--- config.mk ---
export PLATFORM = sky130hd
export DESIGN_NAME = lsu_dmem_if
export DESIGN_NICKNAME = d
export VERILOG_FILES = /design/src/rtl/lsu_dmem_if_pkg.sv /design/src/rtl/lsu_dmem_if_align.sv /design/src/rtl/lsu_dmem_if.sv
export SDC_FILE = /design/constraint.sdc
export NUM_CORES = 1
export LEC_CHECK = 0
export CAP_MARGIN = 20
export CORE_MARGIN = 4
export CORE_UTILIZATION = 35
export DETAILED_ROUTE_END_ITERATION = 10
export MAX_ROUTING_LAYER = met4
export PLACE_DENSITY = 0.73
export SKIP_CTS_REPAIR_TIMING = 1
export SYNTH_ARGS = -nofsm -noshare
export SYNTH_HDL_FRONTEND = slang
export SYNTH_SLANG_ARGS = --single-unit
--- constraint.sdc ---
create_clock -name clk -period 2.9 [get_ports clk]
set_input_delay 0.725 -clock clk [delete_from_list [all_inputs] [get_ports clk]]
set_output_delay 0.725 -clock clk [all_outputs]
set_load 0.02 [all_outputs]
--- src/rtl/lsu_dmem_if_pkg.sv ---
// Shared definitions for the load/store unit: FSM state encodings, funct3 size codes
// and the access classification helpers used by both the datapath and the aligner.
package lsu_dmem_if_pkg;

  typedef enum logic [1:0] {
    LSU_IDLE = 2'd0,
    LSU_REQ  = 2'd1,
    LSU_WAIT = 2'd2,
    LSU_RESP = 2'd3
  } lsu_state_e;

  localparam logic [2:0] LS_B  = 3'b000;
  localparam logic [2:0] LS_H  = 3'b001;
  localparam logic [2:0] LS_W  = 3'b010;
  localparam logic [2:0] LS_BU = 3'b100;
  localparam logic [2:0] LS_HU = 3'b101;

  typedef enum logic [1:0] {
    SZ_B = 2'd0,
    SZ_H = 2'd1,
    SZ_W = 2'd2
  } ls_size_e;

  // Undefined funct3 codes fall through to a full word access.
  function automatic ls_size_e ls_size(input logic [2:0] f3);
    ls_size_e sz;
    case (f3)
      LS_B, LS_BU: sz = SZ_B;
      LS_H, LS_HU: sz = SZ_H;
      default:     sz = SZ_W;
    endcase
    return sz;
  endfunction

  function automatic logic is_misaligned(input logic [2:0] f3, input logic [1:0] a);
    logic mis;
    case (ls_size(f3))
      SZ_B:    mis = 1'b0;
      SZ_H:    mis = a[0];
      default: mis = (a != 2'b00);
    endcase
    return mis;
  endfunction

endpackage

--- src/rtl/lsu_dmem_if_align.sv ---
// Combinational lane logic: byte enables and store replication for the bus side,
// byte/half extraction plus sign/zero extension for the load return path.
module lsu_align
  import lsu_dmem_if_pkg::*;
#(
  parameter int XLEN = 32
) (
  input  logic [2:0]      i_funct3,
  input  logic [1:0]      i_addr_lo,
  input  logic [XLEN-1:0] i_wdata,
  input  logic [XLEN-1:0] i_rdata,
  output logic [3:0]      o_be,
  output logic [XLEN-1:0] o_wdata,
  output logic [XLEN-1:0] o_rdata
);

  logic [XLEN-1:0] w_lane;

  assign w_lane = i_rdata >> {i_addr_lo, 3'b000};

  always_comb begin
    o_be    = 4'b1111;
    o_wdata = i_wdata;
    case (ls_size(i_funct3))
      SZ_B: begin
        o_be    = 4'b0001 << i_addr_lo;
        o_wdata = {4{i_wdata[7:0]}};
      end
      SZ_H: begin
        o_be    = 4'b0011 << i_addr_lo;
        o_wdata = {2{i_wdata[15:0]}};
      end
      default: ;
    endcase
  end

  always_comb begin
    o_rdata = i_rdata;
    case (i_funct3)
      LS_B:    o_rdata = {{24{w_lane[7]}}, w_lane[7:0]};
      LS_BU:   o_rdata = {24'b0, w_lane[7:0]};
      LS_H:    o_rdata = {{16{w_lane[15]}}, w_lane[15:0]};
      LS_HU:   o_rdata = {16'b0, w_lane[15:0]};
      default: ;
    endcase
  end

endmodule

--- src/rtl/lsu_dmem_if.sv ---
// Load/store unit front end: request/grant/response sequencing to a word-wide data bus,
// with misalignment trapping and a bus-wait timeout.
//
//  state | meaning
//  IDLE  | waiting for req_valid; stall follows req_valid
//  REQ   | mem_req held with latched we/be/addr/wdata until mem_gnt
//  WAIT  | granted, waiting for mem_rvalid
//  RESP  | done pulse, error flags and rdata presented for one cycle
module lsu_dmem_if
  import lsu_dmem_if_pkg::*;
#(
  parameter int XLEN      = 32,
  parameter int ADDR_SIZE = 32,
  parameter int TIMEOUT   = 255
) (
  input  logic                 clk,
  input  logic                 reset,
  input  logic                 req_valid,
  input  logic                 req_we,
  input  logic [2:0]           req_funct3,
  input  logic [ADDR_SIZE-1:0] req_addr,
  input  logic [XLEN-1:0]      req_wdata,
  output logic                 stall,
  output logic                 done,
  output logic [XLEN-1:0]      rdata,
  output logic                 err_misalign,
  output logic                 err_access,
  output logic                 mem_req,
  output logic                 mem_we,
  output logic [3:0]           mem_be,
  output logic [ADDR_SIZE-1:0] mem_addr,
  output logic [XLEN-1:0]      mem_wdata,
  input  logic                 mem_gnt,
  input  logic                 mem_rvalid,
  input  logic [XLEN-1:0]      mem_rdata
);

  localparam int CNT_W = (TIMEOUT < 2) ? 1 : $clog2(TIMEOUT + 1);

  lsu_state_e             r_state, w_state_nxt;
  logic                   r_we;
  logic [2:0]             r_funct3;
  logic [ADDR_SIZE-1:0]   r_addr;
  logic [3:0]             r_be;
  logic [XLEN-1:0]        r_wdata;
  logic [XLEN-1:0]        r_rdata;
  logic                   r_err_mis;
  logic                   r_err_acc;
  logic [CNT_W-1:0]       r_cnt;

  logic                   w_misalign;
  logic                   w_timeout;
  logic                   w_rsp;
  logic                   w_to_fire;
  logic [2:0]             w_al_f3;
  logic [1:0]             w_al_a;
  logic [3:0]             w_be;
  logic [XLEN-1:0]        w_wdata_lane;
  logic [XLEN-1:0]        w_rdata_ext;

  // The aligner sees the live request while idle and the latched one afterwards.
  assign w_al_f3 = (r_state == LSU_IDLE) ? req_funct3    : r_funct3;
  assign w_al_a  = (r_state == LSU_IDLE) ? req_addr[1:0] : r_addr[1:0];

  lsu_align #(.XLEN(XLEN)) u_align (
    .i_funct3  (w_al_f3),
    .i_addr_lo (w_al_a),
    .i_wdata   (req_wdata),
    .i_rdata   (mem_rdata),
    .o_be      (w_be),
    .o_wdata   (w_wdata_lane),
    .o_rdata   (w_rdata_ext)
  );

  assign w_misalign = is_misaligned(req_funct3, req_addr[1:0]);
  assign w_timeout  = (TIMEOUT != 0) && (r_cnt == CNT_W'(1));

  // A bus event in the same cycle as the terminal count wins over the timeout.
  always_comb begin
    w_state_nxt = r_state;
    w_rsp       = 1'b0;
    w_to_fire   = 1'b0;
    case (r_state)
      LSU_IDLE: if (req_valid) w_state_nxt = w_misalign ? LSU_RESP : LSU_REQ;
      LSU_REQ: begin
        if (mem_gnt) begin
          w_state_nxt = mem_rvalid ? LSU_RESP : LSU_WAIT;
          w_rsp       = mem_rvalid;
        end else if (w_timeout) begin
          w_state_nxt = LSU_RESP;
          w_to_fire   = 1'b1;
        end
      end
      LSU_WAIT: begin
        if (mem_rvalid) begin
          w_state_nxt = LSU_RESP;
          w_rsp       = 1'b1;
        end else if (w_timeout) begin
          w_state_nxt = LSU_RESP;
          w_to_fire   = 1'b1;
        end
      end
      LSU_RESP: w_state_nxt = LSU_IDLE;
      default:  w_state_nxt = LSU_IDLE;
    endcase
  end

  always_ff @(posedge clk) begin
    if (reset) begin
      r_state   <= LSU_IDLE;
      r_we      <= 1'b0;
      r_funct3  <= '0;
      r_addr    <= '0;
      r_be      <= '0;
      r_wdata   <= '0;
      r_rdata   <= '0;
      r_err_mis <= 1'b0;
      r_err_acc <= 1'b0;
      r_cnt     <= '0;
    end else begin
      r_state <= w_state_nxt;
      case (r_state)
        LSU_IDLE: begin
          if (req_valid) begin
            r_we      <= req_we;
            r_funct3  <= req_funct3;
            r_addr    <= req_addr;
            r_be      <= w_be;
            r_wdata   <= w_wdata_lane;
            r_err_mis <= w_misalign;
            r_err_acc <= 1'b0;
            r_cnt     <= CNT_W'(TIMEOUT);
          end
        end
        LSU_REQ, LSU_WAIT: begin
          if (r_cnt != '0) r_cnt <= r_cnt - 1'b1;
          if (w_rsp && !r_we) r_rdata <= w_rdata_ext;
          if (w_to_fire) begin
            r_err_acc <= 1'b1;
            if (!r_we) r_rdata <= '0;
          end
        end
        default: r_cnt <= '0;
      endcase
    end
  end

  assign stall        = (r_state == LSU_IDLE) ? req_valid : (r_state != LSU_RESP);
  assign done         = (r_state == LSU_RESP);
  assign err_misalign = done && r_err_mis;
  assign err_access   = done && r_err_acc;
  assign rdata        = r_rdata;
  assign mem_req      = (r_state == LSU_REQ);
  assign mem_we       = r_we;
  assign mem_be       = r_be;
  assign mem_addr     = {r_addr[ADDR_SIZE-1:2], 2'b00};
  assign mem_wdata    = r_wdata;

endmodule
Yosys cells after proc, flatten, opt, wreduce, memory -nomap -nowiden
Index checks and enable logic that the tools add are counted.
W data, S select, Z words.
{"block": "totals", "reg_bits": 116, "latch_bits": 0, "ramBits": 0, "romBits": 0, "in_bits": 105, "output_inout_bits": 106, "wordCells": 82, "mem_count": 0}
{"block": "classes", "addsub": 1, "multipliers": 0, "n_div": 0, "order_cmp": 0, "n_eq_ne": 16, "n_shift": 3, "n_mux": 32, "bitwise": 0, "n_reduce_logical": 20}
{"operator": "$pmux W32 S4", "n": 1}
{"operator": "$mux W32", "n": 3}
{"operator": "$pmux W32 S2", "n": 1}
{"operator": "$shr A32 B5 Y16", "n": 1}
{"operator": "$mux W8", "n": 2}
{"operator": "$pmux W8 S2", "n": 1}
{"operator": "$eq A3 B3 Y1 const B", "n": 4}
{"operator": "$mux W2", "n": 6}
{"operator": "$reduce_or A2 Y1", "n": 5}
{"operator": "$mux W1", "n": 9}
{"operator": "$eq A8 B1 Y1 const B", "n": 1}
{"operator": "$ne A2 B2 Y1 const B", "n": 4}
{"operator": "$pmux W1 S2", "n": 4}
{"operator": "$pmux W2 S2", "n": 2}
{"operator": "$pmux W2 S4", "n": 1}
{"operator": "$pmux W4 S2", "n": 1}
{"operator": "$reduce_bool A8 Y1", "n": 1}
{"operator": "$sub A8 B1 Y8 const B", "n": 1}
{"operator": "$eq A2 B1 Y1 const B", "n": 3}
{"operator": "$eq A3 B1 Y1 const B", "n": 2}
{"operator": "$logic_not A2 Y1", "n": 3}
{"operator": "$logic_not A3 Y1", "n": 2}
{"operator": "$eq A2 B2 Y1 const B", "n": 2}
{"operator": "$reduce_and A2 Y1", "n": 2}
{"operator": "7 further kinds", "n": 10}

Logic depth before layout (Yosys ltp)
Gate-level depths: netlist (run 1).
{"block": "logic_depth", "depth_word": 8, "mapped_depth": 11, "ltp_nobuf": 7}

By module
From an unflattened synthesis (run 1), not the netlist that was laid out.
{"block": "unflattened", "cells_unflattened": 798, "hier_area_um2": 6129.6}
{"module": "lsu_dmem_if", "instances": 1, "cells_each": 604, "area_per_inst_um2": 4747.1, "seq_area_each_um2": 2322.2}
{"module": "lsu_align", "instances": 1, "cells_each": 194, "area_per_inst_um2": 1382.6, "seq_area_each_um2": 0.0}

Least setup slack after synthesis (run 1)
No wires, ideal clock.
{"block": "synth_timing", "path_kind": "register to output", "from": "reg r_state[1]", "to": "out stall", "arrival_ps": 2008, "required_time_ps": 2175, "setup_slack_ps": 167, "stages_incl_launch_ff": 10, "n_path_buf": 5, "cell_sequence": "dfxtp_1 inv_1 ha_1 buf_6 buf_6 buf_6 nand2_1 clkbuf_1 buf_1 o21ai_0"}
{"block": "synth_between", "elab_chain_len": 2, "elab_cells_between_ends": 3, "classes_between": "1 x eq/ne; 1 x mux; 1 x reduce/logical"}
{"element": "from (decl)", "line": "lsu_dmem_if.sv:40", "source": "lsu_state_e r_state, w_state_nxt;"}
{"element": "from (signal assigned)", "line": "lsu_dmem_if.sv:121", "source": "r_state <= w_state_nxt;"}
{"element": "$ne A2 B2 Y1 / $logic_not A2 Y1 (equally long branches)", "line": "lsu_dmem_if.sv:148", "source": "assign stall = (r_state == LSU_IDLE) ? req_valid : (r_state != LSU_RESP);"}
{"element": "$mux W1 (*)", "line": "lsu_dmem_if.sv:148"}
{"element": "to (decl)", "line": "lsu_dmem_if.sv:23", "source": "output logic stall,"}
Mark *: on every way between the ends. The rest lies on a longest branch, timed or not.

Worst setup path after layout (run 1)
{"block": "layout_timing", "from": "reg r_state[1]", "to": "out err_access"}
{"block": "layout_between", "elab_chain_len": 2}
{"element": "$eq A2 B2 Y1", "line": "lsu_dmem_if.sv:149", "source": "assign done = (r_state == LSU_RESP);"}
{"element": "$logic_and A1 B1 Y1", "line": "lsu_dmem_if.sv:151", "source": "assign err_access = done && r_err_acc;"}
{"element": "to (decl)", "line": "lsu_dmem_if.sv:27", "source": "output logic err_access,"}
Every way passes these cells.

==> summary.md, run 1 <==
| Metric | Value |
|---|---|
| Outcome | `finished clean` |
| Share of the synthesized area in the top cell type | `around two fifths` |
| Area Growth Syn to Fin | `44.3%` |
| Gpl congestion | `around 0.88` |
| Critical path required time | `approximately 2200 ps` |
| Dpl hpwl | `between 10 and 15 mm` |
| Residual DRC count | `0` |
| Post-route ant nets | `0` |
| Worst-path fanout max | `7` |
| Pwr dens | `912 nW/um^2` |
| Sink Count | `approximately 120` |
| Cell variety after synth | `70` |
| Synth top area cells | `dfxtp_1 (39%), nand2_1 (8.8%), a21oi_1 (8.7%)` |
| H-tree depth | `4` |
| RSZ-0062 raised after global routing | `no` |
| Detail-routed net length per standard cell | `around 17 um` |
| CTS tree | `built` |
| First-pass GRT wire length | `30.7 mm` |
| Via total after detailed routing | `around 6000` |
| Setup violators final | `0` |
| Synthesized-area fraction occupied by adder cells | `between 1.5 and 2%` |
| CP Buf/Inv Count | `1` |
| Maxcap violations | `0` |
| Core footprint | `between 15000 and 20000 um^2` |
| Clk pin slew, worst setup/hold paths | `roughly 50 ps` |
| Port Buf Inserts | `208` |
| Die Span Y | `around 140 um` |
| Synth Area in XOR/XNOR | `0.146%` |
| Wl on met1 | `8.74 mm` |
| Critical Path Start Type | `register` |
| Final period demand of the worst path | `2580 ps` |
| Post-Synthesis Cells | `just over 700` |
| Final Util | `just over 50%` |
| Crit Path Class | `register to primary output` |
| Initial antenna violation count | `1` |
| Clk_lat worst skew | `420 ps` |
| Post-synth ARST share | `0%` |
| Mux contribution to synthesized area | `between 4 and 5%` |
| CTS root buffer | `clkbuf_16` |
| Multi-input gate area | `3120 um^2` |
| Clock Path Buffers | `2` |
| Worst Hold Class | `register to register` |
| Post-Synth Simple-Gate Area | `a little under a fifth` |
| Sequential share of the synthesized area | `between 30% and 40%` |
| Row cnt | `47` |
| Total GRT Usage | `20.1%` |
| Post-synth EDFFs | `0` |
| Die width | `between 100 and 150 um` |
| Slowest-stage cell, CP | `clkdlybuf4s50_1` |
| Setup Skew | `7.83 ps` |
| Synth Area in Compound Gates | `27.1%` |
| Largest family of logic cells by synthesized area | `compound AO/OA/AOI/OAI gates` |
| Area leader, netlist | `dfxtp_1` |
| Drt initial violations | `between 500 and 600` |
| Count of pins over their slew limit | `0` |
| Final WL | `19.5 mm` |
| Final Hold Vio Count | `0` |
| Worst EP arrival | `1860 ps` |
| Max VDD drop | `about 520 uV` |
| Met2 wire length | `roughly 9 mm` |
| Vias/cell | `about 5.3` |
| FF/Latch Area | `2320 um^2` |
| Pin count of the biggest net entering global routing | `65` |
| Worst hold slack | `about 450 ps` |
| CP cell instances | `ha_1, and2_1, clkdlybuf4s50_1` |
| Worst setup EP type | `primary output` |
| Initial Util | `roughly 36%` |
| IO Count | `about 210` |
| DRT Pass-1 Iters | `5` |
| Ys flop type | `dfxtp_1` |
| Syn avg cell area | `approximately 8.3 um^2` |
| Yosys Warn Count | `0` |
| Slew HR | `around half` |
| CP max stage delay | `~600 ps` |
| Leakage power | `3.19 nW` |
| Layout cells sized above 1 | `about a tenth` |
| #FFs+latches synth | `roughly 120` |
| Final #Nets | `1008` |
| Cts bufs inserted | `17` |
| FILL cells | `about 1600` |
| Measured slew at the worst slew-check pin | `about 750 ps` |
| Final Cycle Share | `between 80 and 90%` |
| Cell family with most CP delay | `buffers and inverters` |
| Post-Synthesis Cell Area | `approximately 6000 um^2` |
| Die ar. | `between 15000 and 20000 um^2` |
| Gr ovfl total | `0` |
| Uppermost routed layer | `met4` |
| FMAX | `0.388 GHz` |
| Vias in the first global route | `between 5000 and 6000` |
| DR WL met3 | `roughly 940 um` |
[area by class of cell]
cell class,count,area share [%]
multi-input combinational,519,35.9
sequential,116,26.8
clock inverter,8,1.44
timing repair buffer,232,26.8
antenna,1,0.0288
tap,220,3.17
clock buffer,23,5.51
inverter,9,0.389
[placed cells by master (no fill, tap or decap), drive strengths merged, types with 4 or more instances in the layout]
| cell | Yosys | final |
|---|---|---|
| a211oi | 23 | 23 |
| a21oi | 108 | 108 |
| a222oi | 14 | 14 |
| a2bb2oi | 8 | 8 |
| a311oi | 9 | 9 |
| and2 | 7 | 7 |
| and2b | 4 | 4 |
| buf | 48 | 25 |
| clkbuf | 35 | 23 |
| clkdlybuf4s50 | 0 | 206 |
| clkinv | 0 | 4 |
| dfxtp | 116 | 116 |
| ha | 8 | 8 |
| inv | 9 | 9 |
| mux2i | 20 | 20 |
| nand2 | 141 | 141 |
| nand3 | 6 | 6 |
| nor2 | 52 | 52 |
| nor3 | 9 | 9 |
| o21ai | 38 | 38 |
| o221ai | 7 | 7 |
| o311a | 6 | 6 |
| or3 | 5 | 5 |
| or3b | 5 | 5 |
[cell usage after synthesis, types with 4 or more instances]
master / n
clkbuf_1: 31
o21ai_0: 38
buf_4: 32
and2_1: 4
a211oi_2: 10
or3_1: 5
buf_2: 8
a2bb2oi_1: 8
nor3_1: 8
nand2_1: 141
nor2_1: 51
nand3_1: 4
mux2i_1: 18
o221ai_1: 7
dfxtp_1: 116
a222oi_1: 14
ha_1: 8
a21oi_1: 105
clkbuf_8: 4
a311oi_1: 9
buf_6: 6
inv_1: 9
o311a_1: 6
a211oi_1: 11
[through the flow]
stage / power, W / area (um^2) / setup slack (ps) / std cells / setup TNS, ps
6_report: 0.00791 / 8680 / 320 / 1128 / 0
5_1_grt: 0.00840 / 8680 / 225 / 1128 / 0
4_1_cts: 0.00797 / 8670 / -52.6 / 1127 / -52.6
3_5_place_dp: 0.00578 / 8070 / 154 / 1096 / 0
3_3_place_gp: 0.00574 / 8070 / 169 / 1096 / 0
2_1_floorplan: 0.00459 / 6020 / 167 / 728 / 0
[worst paths after layout]
kind	start	to	slack [ps]	cells past startpoint
setup / recovery	r_state[1]	err_access	320	3
hold / removal	mem_wdata[7]	mem_wdata[7]	450	2
setup reg to reg	r_state[1]	rdata[19]	450	9
hold reg to reg	mem_wdata[7]	mem_wdata[7]	450	2
[logic make-up after synthesis]
group / count (synthesis)
adder cells (fa/ha/maj): 8
AO/OA/AOI/OAI: 238
XOR/XNOR: 1
AND/OR/NAND/NOR: 247
buffers and inverters: 93
other: 1
flip-flops: 116
multiplexers: 23
[worst register-to-register path: stages, from the launching register on]
cell	delay, ps
dfxtp_1	450
inv_1	100
ha_1	240
buf_12	190
or3b_2	510
a21bo_2	240
a31oi_2	190
a211oi_4	60
buf_12	170
a211oi_1	230
[layer usage]
| metal | track usage [%] | vias to the layer above |
|---|---|---|
| met5 | - | - |
| met4 | 7.62 | 0 |
| met3 | 4.41 | 36 |
| met2 | 31.3 | 226 |
| met1 | 25.7 | 2758 |
| li1 | - | 2912 |
[report_power, final]
part	internal [W]	switching, W	leakage, nW
Combinational	0.00153	0.00204	1.95
Sequential	0.00195	0.000241	0.950
Clock	0.00141	0.000733	0.293
Note: power is estimated with default switching activity, not from simulation.
==> run 2: changes to the inputs <==
clock period = 2.53 ns   (was 2.9 ns; I/O delays follow)
==> run 2 against run 1 <==
  * Combinational power increased by 18%
  * Total power increased by 19%
  * Critical path type unchanged
  * Sequential share of layout area decreased by 0.54 points
  * First-iteration DRC count unchanged
  * Clock skew increased by 1.1 ps
  * Clock power increased by 23%
  * Non-clock buffer count increased by 16
  * Register-to-register slack got worse by 220 ps
  * Final area increased by 2.0%
  * Cell count increased by 1.6%
==> summary.md, run 2 (synthesized netlist as in run 1, its figures left out) <==
| Metric | Value |
|---|---|
| CTS root buffer | `clkbuf_16` |
| Vias/cell | `~5.3` |
| IO Count | `around 210` |
| Slew HR | `64.4%` |
| Hold Path Origin | `r_err_mis` |
| Clock Path Buffers | `2` |
| DRT Pass-1 Iters | `7` |
| Sink Count | `116` |
| Port Buf Inserts | `between 200 and 250` |
| Critical path startpoint | `r_state[0]` |
| CTS tree | `built` |
| Placed cell count | `around 1100` |
| Most frequent cells in the layout | `clkdlybuf4s50_1 (204), nand2_1 (140), dfxtp_1 (116), a21oi_1 (105), nor2_1 (51)` |
| Detail-routed net length per standard cell | `17.0 um` |
| Cell-internal power | `0.00586 W` |
| Dpl hpwl | `about 14 mm` |
| Worst setup EP type | `primary output` |
| Area Growth Syn to Fin | `47.2%` |
| Dpl ws | `-63.6 ps` |
| Via total after detailed routing | `between 6000 and 7000` |
| H-tree depth | `4` |
| Switching power share of the total | `approximately 38%` |
| Clock network power share | `about 28%` |
| Critical Path Start Type | `register` |
| Total GRT Usage | `19.9%` |
| Row cnt | `47` |
| Gr ovfl total | `0` |
| Hold depth | `2` |
| Die ar. | `19300 um^2` |
| Post-route ant nets | `0` |
| Sequential power share | `between 20% and 30%` |
| Setup violators final | `0` |
| First-pass GRT wire length | `a little over 30 mm` |
| Initial antenna violation count | `2` |
| Residual DRC count | `0` |
| Final WL | `approximately 19 mm` |
| Reg-to-Reg Start | `r_state[0]` |
| Worst-path fanout max | `5` |
| Leakage power | `approximately 3.3 nW` |
| Initial Util | `~36%` |
| Measured slew at the worst slew-check pin | `534 ps` |
| Pin count of the biggest net entering global routing | `49` |
| Final WS setup | `151 ps` |
| Flop-to-flop setup slack | `230 ps` |
| RSZ-0062 raised after global routing | `no` |
| Die Span Y | `roughly 140 um` |
| Worst Hold Class | `register to register` |
| Die width | `~140 um` |
| Clk_lat worst skew | `~410 ps` |
| Max VDD drop | `~600 uV` |
| Count of pins over their slew limit | `0` |
| Cts bufs inserted | `17` |
| Outcome | `finished clean` |
| Vias in the first global route | `~5700` |
| Final Hold Vio Count | `0` |
| Maxcap violations | `0` |
| Gpl congestion | `roughly 0.89` |
| Final period demand of the worst path | `roughly 2400 ps` |
| Crit Path Class | `register to primary output` |
| Setup Skew | `about 9 ps` |
| Commonest non-fill, non-tap cell in the layout | `clkdlybuf4s50_1` |
| Final Cycle Share | `94.0%` |
| Non-Filler Instances | `around 1100` |
| Pwr dens | `roughly 1100 nW/um^2` |
| Clk pin slew, worst setup/hold paths | `around 50 ps` |
| Switching power | `~0.0035 W` |
| Drt initial violations | `525` |
| Layout cells sized above 1 | `between 10% and 20%` |
| Critical path required time | `between 1500 and 2000 ps` |
| Gate power share | `between 40% and 50%` |
| Worst Reg-to-Reg Cells | `10` |
| Worst EP arrival | `1750 ps` |
| Core footprint | `between 15000 and 20000 um^2` |
| Final #Nets | `1024` |
| FILL cells | `about 1600` |
| FMAX | `approximately 0.42 GHz` |
-- run 2: cell count changes in the layout (fill, tap and decap cells not counted), moves of 2 or more --
cell	before	now
clkdlybuf4s50_1	206	204
buf_4	19	35
dlymetal6s2s_1	1	3
clkbuf_8	3	1
bufinv_16	3	5
clkinv_4	2	0
clkinvlp_4	1	5
-- run 2: worst paths after layout --
check,end
max,mem_req
min,r_err_mis
min reg2reg,r_err_mis
max reg2reg,rdata[22]
-- run 2: power by group through the flow --
stage          logic [W]  clock network [W]  registers, W
2_1_floorplan    0.00247                  0       0.00279
3_3_place_gp     0.00415                  0       0.00253
3_5_place_dp     0.00421                  0       0.00254
4_1_cts          0.00422            0.00270       0.00251
5_1_grt          0.00457            0.00278       0.00256
6_report         0.00423            0.00265       0.00251
-- run 2: worst max-delay path: stages, from the launching register on --
cell and delay, ps:
dfxtp_1 330, buf_4 140, ha_1 240, clkdlybuf4s50_1 640
-- run 2: layout make-up --
class                           instances  area (um^2)  share of cell area, %
Sequential cell                       116         2320                   26.2
Timing Repair Buffer                  248         2450                   27.6
Clock buffer                           20          447                   5.04
Tap cell                              220          275                   3.11
Clock inverter                         12          201                   2.27
Inverter                                9         33.8                  0.381
Antenna cell                            2         5.00                 0.0565
Multi-Input combinational cell        519         3120                   35.3
-- run 2: routing by layer --
metal	vias up	track usage [%]	part of all wire [%]
li1	2946	-	-
met1	2815	25.9	45
met2	234	30.2	47
met3	34	4.17	5.2
met4	0	7.72	2.5
met5	-	-	0
-- run 2: through the flow --
stage	total power, W	area [um^2]	setup TNS [ps]	hold WS (ps)	utilization, %
6_report	0.00939	8860	0	449	53.0
5_1_grt	0.00991	8860	0	472	53.0
4_1_cts	0.00943	8840	-2.09	452	52.9
3_5_place_dp	0.00674	8190	-646	444	49.1
3_3_place_gp	0.00668	8190	-37.1	439	49.1
2_1_floorplan	0.00527	6020	0	432	-
==> run 3: changes to the inputs <==
GPL_TIMING_DRIVEN = 0   (was unset)
==> run 3 against run 2 <==
  * Total power grew 3.4%
  * Final area grew 3.7%
  * Clock power shrank 2%
  * Via count grew 3.7%
  * Cell count grew 4.7%
  * Worst hold slack gained 3.6 ps
  * Wire length grew 7.3%
  * Die area is the same
  * Combinational power grew 7.8%
  * Flip-flop and latch count is the same
==> summary.md, run 3 (synthesized netlist as in run 1, its figures left out) <==
| Metric | Value |
|---|---|
| FMAX | `about 0.4 GHz` |
| Dpl hpwl | `15.6 mm` |
| Critical Path Start Type | `register` |
| Port Buf Inserts | `just over 200` |
| Drt initial violations | `around 440` |
| Cts bufs inserted | `17` |
| Core footprint | `between 15000 and 20000 um^2` |
| Row cnt | `47` |
| Worst Reg-to-Reg Cells | `11` |
| Gpl congestion | `between 0.8 and 0.9` |
| Final Cycle Share | `between 90 and 100%` |
| RSZ-0062 raised after global routing | `yes` |
| Clock Path Buffers | `2` |
| Worst Hold Class | `register to register` |
| Initial antenna violation count | `1` |
| Outcome | `finished clean` |
| Die ar. | `a little under 20000 um^2` |
| Flop-to-flop setup slack | `roughly 60 ps` |
| Layout cells sized above 1 | `about 15%` |
| Crit Path Class | `register to primary output` |
| Dpl ws | `-917 ps` |
| Hold Path Origin | `r_err_mis` |
| Clk_lat worst skew | `between 400 and 500 ps` |
| Die width | `139 um` |
| Setup violators final | `0` |
| Final #Nets | `between 1000 and 1500` |
| Count of pins over their slew limit | `0` |
| Via total after detailed routing | `6254` |
| Clk pin slew, worst setup/hold paths | `roughly 60 ps` |
| Vias in the first global route | `5820` |
| IO Count | `between 200 and 250` |
| Die Span Y | `139 um` |
| Measured slew at the worst slew-check pin | `between 700 and 800 ps` |
| Commonest non-fill, non-tap cell in the layout | `clkdlybuf4s50_1` |
| CTS root buffer | `clkbuf_16` |
| Worst setup EP type | `primary output` |
| Pwr dens | `1060 nW/um^2` |
| Non-Filler Instances | `1200` |
| Maxcap violations | `0` |
| Max VDD drop | `650 uV` |
| Final WL | `between 20 and 25 mm` |
| Pin count of the biggest net entering global routing | `17` |
| Initial Util | `36.0%` |
| Slew HR | `between 50% and 60%` |
| Setup Skew | `roughly 6.5 ps` |
| Gr ovfl total | `0` |
| H-tree depth | `4` |
| Leakage power | `roughly 3.5 nW` |
| Detail-routed net length per standard cell | `about 17 um` |
| Vias/cell | `5.21` |
| Most frequent cells in the layout | `clkdlybuf4s50_1 (201), nand2_1 (140), dfxtp_1 (114), a21oi_1 (105), nor2_1 (51)` |
| End of the worst hold path | `r_err_mis` |
| Worst EP arrival | `around 1900 ps` |
| FILL cells | `~1500` |
| Sink Count | `about 120` |
| Final Cell Area | `~9200 um^2` |
| DRT Pass-1 Iters | `9` |
| Final Util | `a little under three fifths` |
| Residual DRC count | `0` |
| Reg-to-Reg Start | `r_state[1]` |
| Worst-path fanout max | `10` |
| First-pass GRT wire length | `31.9 mm` |
| Post-route ant nets | `0` |
| Total GRT Usage | `a little over a fifth` |
| Placed Instance Area | `approximately 8300 um^2` |
| Critical path required time | `around 1900 ps` |
| Placed cell count | `between 1000 and 1500` |
| Hold depth | `2` |
| CTS tree | `built` |
| Final period demand of the worst path | `2500 ps` |
| Area Growth Syn to Fin | `52.7%` |
| Final Hold Vio Count | `0` |
| Final WS setup | `30.1 ps` |
## run 3: cell types whose count changed in the layout (fill, tap and decap cells not counted), moves of 3 or more
cell,change
buf_6,+5
clkbuf_8,+4
clkbuf_1,+27
buf_12,-3
buf_8,+3
buf_2,+7
clkinv_4,+4
clkdlybuf4s50_1,-3
buf_4,+13
clkinvlp_4,-4
## run 3: stage by stage
stage,total power (W),hold slack (ps),TNS [ps]
2_1_floorplan,0.00527,432,0
3_3_place_gp,0.00676,442,-3260
3_5_place_dp,0.00682,446,-3720
4_1_cts,0.00947,455,-2230
5_1_grt,0.0102,474,-11.6
6_report,0.00971,452,0
## run 3: worst max-delay path by stage
stage,from,endpoint,slack (ps),depth (start not counted)
after global routing,r_state[1],stall,-10,10
after CTS,r_state[1],stall,-1380,10
after floorplan,r_state[1],stall,80,9
after detailed placement,r_state[1],stall,-920,10
final,r_state[1],stall,30,10
after global placement,r_state[1],stall,-890,10
## run 3: worst max-delay path: stages (launching register included)
cell and delay, ps:
dfxtp_4 390, inv_4 50, ha_4 160, buf_6 120, buf_12 130, buf_12 130
nand2_8 60, buf_8 110, buf_8 110, o21ai_2 50, buf_6 130
## run 3: metal layers
metal / track usage [%] / vias up / wire (um)
met2: 33.1 / 247 / 10100
met1: 26.9 / 2920 / 9200
met3: 3.83 / 38 / 1090
li1: - / 3049 / -
met5: - / - / 0
met4: 7.78 / 0 / 520
## run 3: cell type report
cell class,count,area [um^2],share of cell area [%]
inverters,9,38.8,0.422
multi-input cells,519,3150,34.3
repair buffers,219,2160,23.5
flip-flops and latches,116,2330,25.4
plain buffers,84,591,6.43
clock buffers,18,439,4.78
diodes,1,2.50,0.0272
clock inverters,14,201,2.19
well taps,220,275,3.00
## run 3: report_power, final
group | switching (W) | total (W) | internal [W]
combinational | 0.00252 | 0.00456 | 0.00204
clock | 0.000923 | 0.00261 | 0.00169
sequential | 0.000289 | 0.00253 | 0.00225
